### config.mk
export PLATFORM = sky130hd
export DESIGN_NAME = regfile_scoreboard_flat
export DESIGN_NICKNAME = d
export VERILOG_FILES = /design/src/rtl/regfile_scoreboard_pkg.sv /design/src/rtl/regfile_scoreboard_if.sv /design/src/rtl/regfile_scoreboard_read_port.sv /design/src/rtl/regfile_scoreboard.sv /design/src/flat_wrapper.sv
export SDC_FILE = /design/constraint.sdc
export NUM_CORES = 2
export LEC_CHECK = 0
export CAP_MARGIN = 25
export CORE_ASPECT_RATIO = 0.8
export CORE_MARGIN = 2
export CORE_UTILIZATION = 50
export CTS_CLUSTER_DIAMETER = 80
export DETAILED_ROUTE_END_ITERATION = 7
export HOLD_SLACK_MARGIN = 0.03
export MAX_ROUTING_LAYER = met4
export PLACE_DENSITY = 0.66
export SYNTH_ARGS = -nofsm -noshare
export SYNTH_HDL_FRONTEND = slang
export SYNTH_SLANG_ARGS = --single-unit
### constraint.sdc
create_clock -name CLOCK -period 4.88 [get_ports CLOCK]
set_clock_uncertainty 0.05 [all_clocks]
set_input_delay 0.732 -clock CLOCK [delete_from_list [all_inputs] [get_ports CLOCK]]
set_output_delay 0.732 -clock CLOCK [all_outputs]
set_load 0.05 [all_outputs]
### src/rtl/regfile_scoreboard_pkg.sv
// Shared CPU register-file definitions: default geometry, the hardwired zero
// register and the pending-counter update encoding.
package regfile_scoreboard_pkg;

   localparam int DEFAULT_DATA_WIDTH = 32;
   localparam int DEFAULT_ADDR_WIDTH = 5;
   localparam int DEFAULT_NUM_READ   = 2;
   localparam int ZERO_REG           = 0;

   // How the pending counter moves on a given edge.
   typedef enum logic [1:0] {
      CNT_HOLD  = 2'd0,
      CNT_INC   = 2'd1,
      CNT_DEC   = 2'd2,
      CNT_CLEAR = 2'd3
   } countOp_e;

endpackage

### src/rtl/regfile_scoreboard_if.sv
// Decode/writeback bus of the register file. master = pipeline side,
// slave = register file.
interface regfile_scoreboard_if
   import regfile_scoreboard_pkg::*;
#(
   parameter int DATA_WIDTH = DEFAULT_DATA_WIDTH,
   parameter int ADDR_WIDTH = DEFAULT_ADDR_WIDTH,
   parameter int NUM_READ   = DEFAULT_NUM_READ
);

   logic [NUM_READ*ADDR_WIDTH-1:0] RegRead;
   logic [ADDR_WIDTH-1:0]          RegWrite;
   logic [DATA_WIDTH-1:0]          DataWrite;
   logic                           WriteEnable;
   logic                           Reserve;
   logic [ADDR_WIDTH-1:0]          ReserveAddr;
   logic                           Flush;
   logic [NUM_READ*DATA_WIDTH-1:0] ReadOut;
   logic [NUM_READ-1:0]            ReadReady;
   logic [ADDR_WIDTH:0]            PendingCount;

   modport master (
      output RegRead, RegWrite, DataWrite, WriteEnable, Reserve, ReserveAddr, Flush,
      input  ReadOut, ReadReady, PendingCount
   );

   modport slave (
      input  RegRead, RegWrite, DataWrite, WriteEnable, Reserve, ReserveAddr, Flush,
      output ReadOut, ReadReady, PendingCount
   );

endinterface

### src/rtl/regfile_scoreboard_read_port.sv
// One registered read port: zero-register check, optional same-cycle write
// forwarding and operand-ready computation from the pre-edge pending bit.
module regfile_read_port
   import regfile_scoreboard_pkg::*;
#(
   parameter int DATA_WIDTH = DEFAULT_DATA_WIDTH,
   parameter int ADDR_WIDTH = DEFAULT_ADDR_WIDTH,
   parameter bit BYPASS     = 1'b1
) (
   input  logic                  CLOCK,
   input  logic                  RESET,
   input  logic [ADDR_WIDTH-1:0] readAddr,
   input  logic [DATA_WIDTH-1:0] storedData,
   input  logic                  storedPending,
   input  logic                  writeEnable,
   input  logic [ADDR_WIDTH-1:0] writeAddr,
   input  logic [DATA_WIDTH-1:0] writeData,
   output logic [DATA_WIDTH-1:0] readData,
   output logic                  readReady
);

   logic isZero;
   logic writeHit;

   assign isZero   = (readAddr == ADDR_WIDTH'(ZERO_REG));
   assign writeHit = writeEnable && (writeAddr == readAddr);

   // Register operand data and readiness; a same-cycle writeback always makes
   // the operand ready, even when its data is not forwarded.
   always_ff @(posedge CLOCK) begin
      if (RESET) begin
         readData  <= '0;
         readReady <= 1'b0;
      end else begin
         readReady <= isZero || !storedPending || writeHit;
         if (isZero)
            readData <= '0;
         else if (BYPASS && writeHit)
            readData <= writeData;
         else
            readData <= storedData;
      end
   end

endmodule

### src/rtl/regfile_scoreboard.sv
// Register file with one write port, NUM_READ registered read ports and a
// per-register pending scoreboard (decode reserves, writeback clears).
module regfile_scoreboard
   import regfile_scoreboard_pkg::*;
#(
   parameter int DATA_WIDTH = DEFAULT_DATA_WIDTH,
   parameter int ADDR_WIDTH = DEFAULT_ADDR_WIDTH,
   parameter int NUM_READ   = DEFAULT_NUM_READ,
   parameter bit BYPASS     = 1'b1
) (
   input  logic               CLOCK,
   input  logic               RESET,
   regfile_scoreboard_if.slave bus
);

   localparam int DEPTH = 2**ADDR_WIDTH;

   logic [DATA_WIDTH-1:0]          regFile [DEPTH];
   logic [DEPTH-1:0]               pending;
   logic [DEPTH-1:0]               pendingNext;
   logic [ADDR_WIDTH:0]            pendingCount;
   logic                           writeValid;
   logic                           reserveValid;
   logic                           reserveSet;
   logic                           writeClear;
   countOp_e                       countOp;
   logic [NUM_READ*DATA_WIDTH-1:0] readOutBus;
   logic [NUM_READ-1:0]            readReadyBus;

   assign writeValid   = bus.WriteEnable && (bus.RegWrite != ADDR_WIDTH'(ZERO_REG));
   assign reserveValid = bus.Reserve && (bus.ReserveAddr != ADDR_WIDTH'(ZERO_REG));

   // Counter events mirror the pending-bit transitions exactly: a reserve only
   // counts if the bit was clear, a write only counts if it actually clears it.
   assign reserveSet = reserveValid && !bus.Flush && !pending[bus.ReserveAddr];
   assign writeClear = writeValid && !bus.Flush && pending[bus.RegWrite]
                       && !(reserveValid && (bus.ReserveAddr == bus.RegWrite));

   // Next pending vector: flush wins, then reserve overrides a same-cycle write.
   always_comb begin
      pendingNext = pending;
      if (bus.Flush) begin
         pendingNext = '0;
      end else begin
         if (writeValid)
            pendingNext[bus.RegWrite] = 1'b0;
         if (reserveValid)
            pendingNext[bus.ReserveAddr] = 1'b1;
      end
      pendingNext[ZERO_REG] = 1'b0;
   end

   // Pick the counter update for this edge.
   always_comb begin
      countOp = CNT_HOLD;
      if (bus.Flush)
         countOp = CNT_CLEAR;
      else if (reserveSet && !writeClear)
         countOp = CNT_INC;
      else if (writeClear && !reserveSet)
         countOp = CNT_DEC;
   end

   // Scoreboard state: pending bits and their running population count.
   always_ff @(posedge CLOCK) begin
      if (RESET) begin
         pending      <= '0;
         pendingCount <= '0;
      end else begin
         pending <= pendingNext;
         unique case (countOp)
            CNT_HOLD:  pendingCount <= pendingCount;
            CNT_INC:   pendingCount <= pendingCount + (ADDR_WIDTH+1)'(1);
            CNT_DEC:   pendingCount <= pendingCount - (ADDR_WIDTH+1)'(1);
            CNT_CLEAR: pendingCount <= '0;
            default:   pendingCount <= '0;
         endcase
      end
   end

   // Storage array; entry 0 is never written so it stays zero.
   always_ff @(posedge CLOCK) begin
      if (RESET) begin
         for (int r = 0; r < DEPTH; r++)
            regFile[r] <= '0;
      end else if (writeValid) begin
         regFile[bus.RegWrite] <= bus.DataWrite;
      end
   end

   for (genvar i = 0; i < NUM_READ; i++) begin : gReadPort
      logic [ADDR_WIDTH-1:0] portAddr;
      assign portAddr = bus.RegRead[i*ADDR_WIDTH +: ADDR_WIDTH];

      regfile_read_port #(
         .DATA_WIDTH (DATA_WIDTH),
         .ADDR_WIDTH (ADDR_WIDTH),
         .BYPASS     (BYPASS)
      ) uReadPort (
         .CLOCK         (CLOCK),
         .RESET         (RESET),
         .readAddr      (portAddr),
         .storedData    (regFile[portAddr]),
         .storedPending (pending[portAddr]),
         .writeEnable   (bus.WriteEnable),
         .writeAddr     (bus.RegWrite),
         .writeData     (bus.DataWrite),
         .readData      (readOutBus[i*DATA_WIDTH +: DATA_WIDTH]),
         .readReady     (readReadyBus[i])
      );
   end

   assign bus.ReadOut      = readOutBus;
   assign bus.ReadReady    = readReadyBus;
   assign bus.PendingCount = pendingCount;

endmodule

### src/flat_wrapper.sv
// flat-port wrapper written by rule: the top's interface ports become plain ports
module regfile_scoreboard_flat import regfile_scoreboard_pkg::*;
#(
   parameter int DATA_WIDTH = DEFAULT_DATA_WIDTH,
   parameter int ADDR_WIDTH = DEFAULT_ADDR_WIDTH,
   parameter int NUM_READ   = DEFAULT_NUM_READ,
   parameter bit BYPASS     = 1'b1
)
  (CLOCK, RESET, bus_RegRead, bus_RegWrite, bus_DataWrite, bus_WriteEnable, bus_Reserve, bus_ReserveAddr, bus_Flush, bus_ReadOut, bus_ReadReady, bus_PendingCount);
  regfile_scoreboard_if #(.DATA_WIDTH(DATA_WIDTH), .ADDR_WIDTH(ADDR_WIDTH), .NUM_READ(NUM_READ)) bus_i ();
  input  logic CLOCK;
  input  logic RESET;
  input wire logic [$bits(bus_i.RegRead)-1:0] bus_RegRead;
  input wire logic [$bits(bus_i.RegWrite)-1:0] bus_RegWrite;
  input wire logic [$bits(bus_i.DataWrite)-1:0] bus_DataWrite;
  input wire logic [$bits(bus_i.WriteEnable)-1:0] bus_WriteEnable;
  input wire logic [$bits(bus_i.Reserve)-1:0] bus_Reserve;
  input wire logic [$bits(bus_i.ReserveAddr)-1:0] bus_ReserveAddr;
  input wire logic [$bits(bus_i.Flush)-1:0] bus_Flush;
  output wire logic [$bits(bus_i.ReadOut)-1:0] bus_ReadOut;
  output wire logic [$bits(bus_i.ReadReady)-1:0] bus_ReadReady;
  output wire logic [$bits(bus_i.PendingCount)-1:0] bus_PendingCount;
  assign bus_i.RegRead = bus_RegRead;
  assign bus_i.RegWrite = bus_RegWrite;
  assign bus_i.DataWrite = bus_DataWrite;
  assign bus_i.WriteEnable = bus_WriteEnable;
  assign bus_i.Reserve = bus_Reserve;
  assign bus_i.ReserveAddr = bus_ReserveAddr;
  assign bus_i.Flush = bus_Flush;
  assign bus_ReadOut = bus_i.ReadOut;
  assign bus_ReadReady = bus_i.ReadReady;
  assign bus_PendingCount = bus_i.PendingCount;
  regfile_scoreboard #(.DATA_WIDTH(DATA_WIDTH), .ADDR_WIDTH(ADDR_WIDTH), .NUM_READ(NUM_READ), .BYPASS(BYPASS)) u_core (.CLOCK(CLOCK), .RESET(RESET), .bus(bus_i));
endmodule
==> out/metrics.csv <==
stage,metric,value,unit
worst_setup_path,critical_path_class,primary input to register,
clock_network,tritoncts,yes,
route,routed_wl,191.0,mm
placement,io_buffer_count,128,
clock_network,ctsRootBufferMaster,clkbuf_16,
route,viasPerCell,6.682,
synth,synth_area,0.05915,mm2
worst_setup_path,critPathRequiredTime,5.43,ns
power_and_ir_drop,p_per_area,346.2,mW/mm2
route,wl_per_cell,34.93,um
grt,grt_start_max_net_pins,90,
worst_setup_path,cp-start-kind,primary input,
worst_setup_path,crit_top_cell,a21oi_1,
placement,dp_cells,5234,
sta,hold_viol,0,
hold_path,hold_path.class,register to register,
placement,hpwl,112.3,mm
worst_setup_path,arrival,4.40,ns
sta,holdWs,0.4653,ns
status,status,"finished, final reports clean",
clock_network,cts-hold-fix-buffers,0,
clock_network,clkSinkCount,1127,
sta,rsz0062_at_grt,false,
worst_setup_path,critPathSlowestCell,clkdlybuf4s50_1,
finish,area_delta_synth_final,13.73,%
sta,setup_tns,0,ns
hold_path,hp-start,u_core.bus.PendingCount[5],
power_and_ir_drop,ir_worst_vdd,0.3117,mV
finish,nets,3884,
clock_network,htreeDepth,3,
synth,seq_area_frac_synth,55.48,%
route,antenna_left,0,
route,drt_iter0_drc,5475,
sta,setup_ws,1.030,ns
clock_network,cts_resized,0,
finish,final_cells,5469,
synth,synthCells,3784,
grt,grt_usage,32.75,%
synth,syn_avg_cell_area,15.63,um2
worst_setup_path,endpoint_kind,register,
sta,setup-violations-final,0,
synth,synth_edf_count,1024,
worst_setup_path,r2r-start,u_core.pending[17],
clock_network,numCtsBuffers,116,
finish,final_layout_size_suffix_gt1_share,27.77,%
sta,finalMaxSlewViolations,0,
worst_setup_path,cp_max_fo,16,
power_and_ir_drop,p_leak,22.86,nW
flow_run,drv_cap,0,
clock_network,clk_path_buf_depth,3,
clock_network,post_cts_buffers,0,
synth,async_reset_ff_share,0,%
sta,tightest_slew,1.129,ns
die,die-area,0.1211,mm2
placement,place.gp.congestion,0.8789,
die,die_w,388.5,um
synth,synth_seq_cells,1127,
sta,fmax,259.7,MHz
grt,antenna_found_initial,17,
route,num_vias,36540,
sta,maxSlewHeadroom,24.55,%
route,drcViolationCount,0,
finish,fillers,8851,
grt,grt_pass1_vias,35960,
placement,post-place-ws,0.3196,ns
sta,period_share,78.89,%
worst_setup_path,crit_path_max_incr_delay,0.76,ns
route,drt_first_pass_iters,5,
sta,period_minus_slack,3.850,ns
die,rows,112,
synth,synth_cell_types,55,
clock_network,insertion_delay,0.76,ns
die,initial_core_util,50.55,%
synth,yosysWarnings,0,
die,num_io_pins,129,
grt,grt_pass1_wl,271.3,mm
grt,gr-total-overflow,0,
worst_setup_path,crit_start,bus_ReserveAddr[0],
clock_network,clk_pin_slew,0.06,ns
synth,ys_dominant_reg_cell,edfxtp_1,
die,coreArea,0.1170,mm2
worst_setup_path,path_cells,"clkdlybuf4s50_1, buf_4, mux4_2, nand4b_1, o2111ai_1, a221o_1, and3_4, ha_1, a21o_1, a21oi_1, o21bai_1, a21oi_1, nand2_1, o21ai_0, o32ai_1",
power_and_ir_drop,total_power,23.29,mW
die,die_y,311.6,um
-- placed cells by master, fill, tap and decap left out, types with 6 or more instances in the layout --
| cell | synthesis | final |
|---|---|---|
| clkdlybuf4s50_1 | 0 | 117 |
| clkinv_1 | 0 | 16 |
| buf_4 | 3 | 129 |
| xnor2_1 | 11 | 11 |
| clkinv_2 | 0 | 26 |
| or2_2 | 6 | 6 |
| dfxtp_1 | 103 | 103 |
| buf_8 | 0 | 6 |
| clkbuf_8 | 0 | 13 |
| diode_2 | 0 | 9 |
| nor2_1 | 111 | 82 |
| nor2b_1 | 21 | 21 |
| nor3_1 | 15 | 13 |
| a21oi_1 | 59 | 59 |
| nand3_1 | 9 | 9 |
| mux2i_1 | 95 | 95 |
| clkbuf_1 | 337 | 28 |
| buf_12 | 0 | 38 |
| mux4_2 | 646 | 646 |
| edfxtp_1 | 1024 | 1024 |
| nand2_1 | 51 | 49 |
| o21bai_4 | 0 | 29 |
| and2_1 | 993 | 993 |
| o21ai_0 | 38 | 38 |
| nor2_4 | 0 | 29 |
| buf_16 | 0 | 6 |
| xor2_1 | 7 | 7 |
| conb_1 | 1 | 32 |
| a211oi_1 | 82 | 82 |
| clkbuf_16 | 0 | 128 |
-- power breakdown --
part | switching [mW] | total, mW | internal, mW
combinational | 1.70 | 3.07 | 1.37
clock | 3.94 | 8.86 | 4.92
sequential | 0.270 | 11.4 | 11.1
total | 5.91 | 23.3 | 17.4
-- worst paths after layout --
path | endpoint | slack [ns] | cells after the start
setup reg to reg | u_core.bus.PendingCount[5] | 1.51 | 13
hold / removal | u_core.bus.PendingCount[5] | 0.47 | 1
hold reg to reg | u_core.bus.PendingCount[5] | 0.47 | 1
setup / recovery | u_core.bus.PendingCount[5] | 1.03 | 15
-- layout make-up --
class,count,area [um2],area share [%]
clock inverter,56,450.4,0.6696
antenna,9,22.52,0.03348
clock buffer,161,3287,4.886
inverter,6,22.52,0.03348
tap,1539,1926,2.863
sequential,1127,32810,48.78
multi-input combinational,2264,25360,37.70
timing repair buffer,307,3390,5.039
-- kinds of logic (layout without fill, tap and decap cells) --
group / Yosys count / count (layout) / share of synthesized area [%]
AND/OR/NAND/NOR: 1229 / 1229 / 12.33
flip-flops: 1127 / 1127 / 55.48
multiplexers: 749 / 749 / 26.43
buffers and inverters: 424 / 530 / 2.818
AO/OA/AOI/OAI: 231 / 231 / 2.551
XOR/XNOR: 18 / 18 / 0.2665
adder cells (fa/ha/maj): 5 / 5 / 0.1185
other: 1 / 41 / 0.006340
-- stage by stage --
stage / instance area (um2) / utilization [%]
detailed placement: 63280 / 54.08
global placement: 63110 / 53.94
floorplan: 59260 / -
CTS: 67020 / 57.27
global route: 67260 / 57.48
finish: 67270 / 57.49
-- sequential cells by signal, summed over array words and instances (netlist names) --
name                                  flops
u_core.regFile                         1024
u_core.gReadPort.uReadPort.readData      64
u_core.gReadPort.uReadPort.readReady      2
u_core.pending                           31
u_core.bus.PendingCount                   6
-- cell usage after synthesis (2+ instances only) --
master	n	area share, %
mux4_1	3	0.13
inv_1	5	0.032
a22oi_1	5	0.063
mux2_2	5	0.095
ha_1	4	0.085
mux4_2	646	25
buf_1	37	0.23
nand3b_1	3	0.038
xor2_1	7	0.10
or4_1	2	0.025
or3b_1	2	0.030
buf_6	2	0.038
o21bai_1	30	0.38
a211oi_1	82	1.0
or3_1	2	0.021
o21ai_0	38	0.32
and2_1	993	11
o32ai_1	4	0.059
nor3_1	15	0.13
or2_2	6	0.063
nand2b_1	5	0.053
or4b_1	4	0.068
clkbuf_1	337	2.1
nand2_1	51	0.32
nor2b_1	21	0.22
a21oi_1	59	0.50
buf_2	39	0.33
nand3_1	9	0.076
edfxtp_1	1024	52
xnor2_1	11	0.16
dfxtp_1	103	3.5
mux2i_1	95	1.6
nor2_1	111	0.70
buf_4	3	0.038
-- metal layers --
layer	part of all wire, %	global-route usage (%)	up-vias
met2	46	48.55	2360
met5	0	-	-
met1	39	45.85	19120
li1	-	-	14680
met3	11	6.802	391
met4	3.5	10.30	0
-- worst max-delay path: cells and delay by family --
family                     cells  cell delay, ns
AOI/OAI and AO/OA              8            1.42
buffers and inverters          2            0.99
adders and majority gates      1            0.28
and+or+nand+nor                3            0.46
muxes                          1            0.50
Note: power is estimated with default switching activity, not from simulation.
==> edit: new RTL, same settings <==
`BYPASS` is set to 1'b1 in 3 places; all go to 1'b0.
--- a/src/rtl/regfile_scoreboard_read_port.sv
+++ b/src/rtl/regfile_scoreboard_read_port.sv
@@ -7,3 +7,3 @@
    parameter int ADDR_WIDTH = DEFAULT_ADDR_WIDTH,
-   parameter bit BYPASS     = 1'b1
+   parameter bit BYPASS     = 1'b0
 ) (
--- a/src/rtl/regfile_scoreboard.sv
+++ b/src/rtl/regfile_scoreboard.sv
@@ -8,3 +8,3 @@
    parameter int NUM_READ   = DEFAULT_NUM_READ,
-   parameter bit BYPASS     = 1'b1
+   parameter bit BYPASS     = 1'b0
 ) (
--- a/src/flat_wrapper.sv
+++ b/src/flat_wrapper.sv
@@ -6,3 +6,3 @@
    parameter int NUM_READ   = DEFAULT_NUM_READ,
-   parameter bit BYPASS     = 1'b1
+   parameter bit BYPASS     = 1'b0
 )
Check against the original RTL: not settled (the Yosys comparison gave no result); the edit may change what the design does.
==> edit against the unedited design <==
- critical path type unchanged
- area after synthesis shrank 1.3%
- first-iteration DRC count grew 19%
- synthesized cell count shrank 4.0%
- largest power group unchanged
- die area shrank 1.3%
- clock power grew 0.5%
- sequential cell count is the same
- routed wire length grew 3.5%
- setup slack lost 0.047 ns
- highest routed layer unchanged
- power grew 0.23%
- non-clock buffer count shrank 32
- design area shrank 1.5%
==> edit: results (changes against the unedited design) <==
Pint -> 17.4 mW (-0.15%)
CTS max path bufs -> 3 (unchanged)
CTS Buf Count -> 115 (-0.86%)
Peak VDD IR -> 0.349 mV (+12%)
Post-Route WL -> 198000 um (+3.5%)
Hold/Removal Path Class -> reg -> reg
leading cell types by count after synthesis -> edfxtp_1, and2_1, mux4_2
mean post-synth cell area -> 16.1 um^2 (+2.9%)
vias per cell -> 6.81 (+1.9%)
first-pass GRT wire length -> 277000 um (+2.1%)
crit path DAT -> 4.47 ns (+0.07 ns)
post-synthesis sequential area ratio -> 0.562 (+0.00714)
All-Layer GR Usage -> 0.347 (+0.0195)
synth unique cells -> 54 (-1.8%)
Flop pwr share -> 0.486 (-0.002)
Setup WS pre-CTS -> 0.286 ns (-0.0334 ns)
routability cong. -> 0.926 (+5.4%)
Non-Filler Instances -> 5311 (-2.9%)
Initial DRT Pass Iterations -> 6 (+1)
LEAKAGE -> 22.5 nW (-1.8%)
Nets -> 3719 (-4.2%)
largest net degree at the start of global routing -> 64 (-29%)
DRT iter0 DRCs -> 6505 (+19%)
# fillers -> 8746 (-1.2%)
vias in the first global route -> 35.0k (-2.6%)
fraction of layout instances using a drive strength above 1 -> 0.286 (+0.00798)
run status -> finished, final reports clean
hpwl dp -> 113000 um (+0.60%)
edit: power groups by stage:
stage / Clock (mW) / Combinational [mW] / Sequential [mW]
final: 8.90 / 3.09 / 11.4
after global routing: 9.32 / 3.18 / 11.4
after floorplan: 0 / 1.69 / 11.7
after detailed placement: 0 / 3.05 / 11.5
after global placement: 0 / 3.04 / 11.5
after CTS: 8.95 / 3.05 / 11.3
edit: path summary, 6_finish.rpt:
check                                           startpoint                         end  slack, ns  cells after the start
worst max-delay path                    bus_ReserveAddr[0]  u_core.bus.PendingCount[5]       0.98                     14
worst min-delay path            u_core.bus.PendingCount[5]  u_core.bus.PendingCount[5]       0.45                      1
worst max register to register           u_core.pending[5]  u_core.bus.PendingCount[5]       1.48                     12
worst min register to register  u_core.bus.PendingCount[5]  u_core.bus.PendingCount[5]       0.45                      1
edit: logic make-up after synthesis:
kind of cell | Yosys count | share of synthesized area
simple gates | 1210 | 0.123
xor+xnor | 18 | 0.00270
mux | 748 | 0.272
flops | 1127 | 0.562
other cells | 1 | 0.0000642
buf+inv | 401 | 0.0265
fa+ha+maj | 5 | 0.00120
compound gates | 121 | 0.0126
edit: layer usage:
metal | global-route usage | part of all wire | routed length (um)
met5 | - | 0 | 0
met4 | 0.0983 | 0.033 | 6450
met3 | 0.0863 | 0.13 | 26200
met2 | 0.499 | 0.45 | 88500
met1 | 0.495 | 0.39 | 76600
edit: layout make-up:
cell class / instances / area, um^2 / share of cell area
well taps: 1539 / 1930 / 0.0291
multi-input cells: 2134 / 24600 / 0.372
flip-flops and latches: 1127 / 32800 / 0.495
clock inverters: 61 / 534 / 0.00806
clock buffers: 158 / 3200 / 0.0483
repair buffers: 275 / 3140 / 0.0473
diodes: 13 / 32.5 / 0.000491
inverters: 4 / 15.0 / 0.000227
edit: critical path, stage by stage:
cell and delay, ns:
clkdlybuf4s50_1 0.76, buf_4 0.23, mux4_2 0.49, nand4b_1 0.12, o2111ai_1 0.11, a221o_1 0.32, and3_4 0.26, ha_1 0.28
a21o_1 0.18, a21oi_1 0.23, o21bai_1 0.09, a21oi_1 0.26, mux2i_1 0.13, o32ai_1 0.26
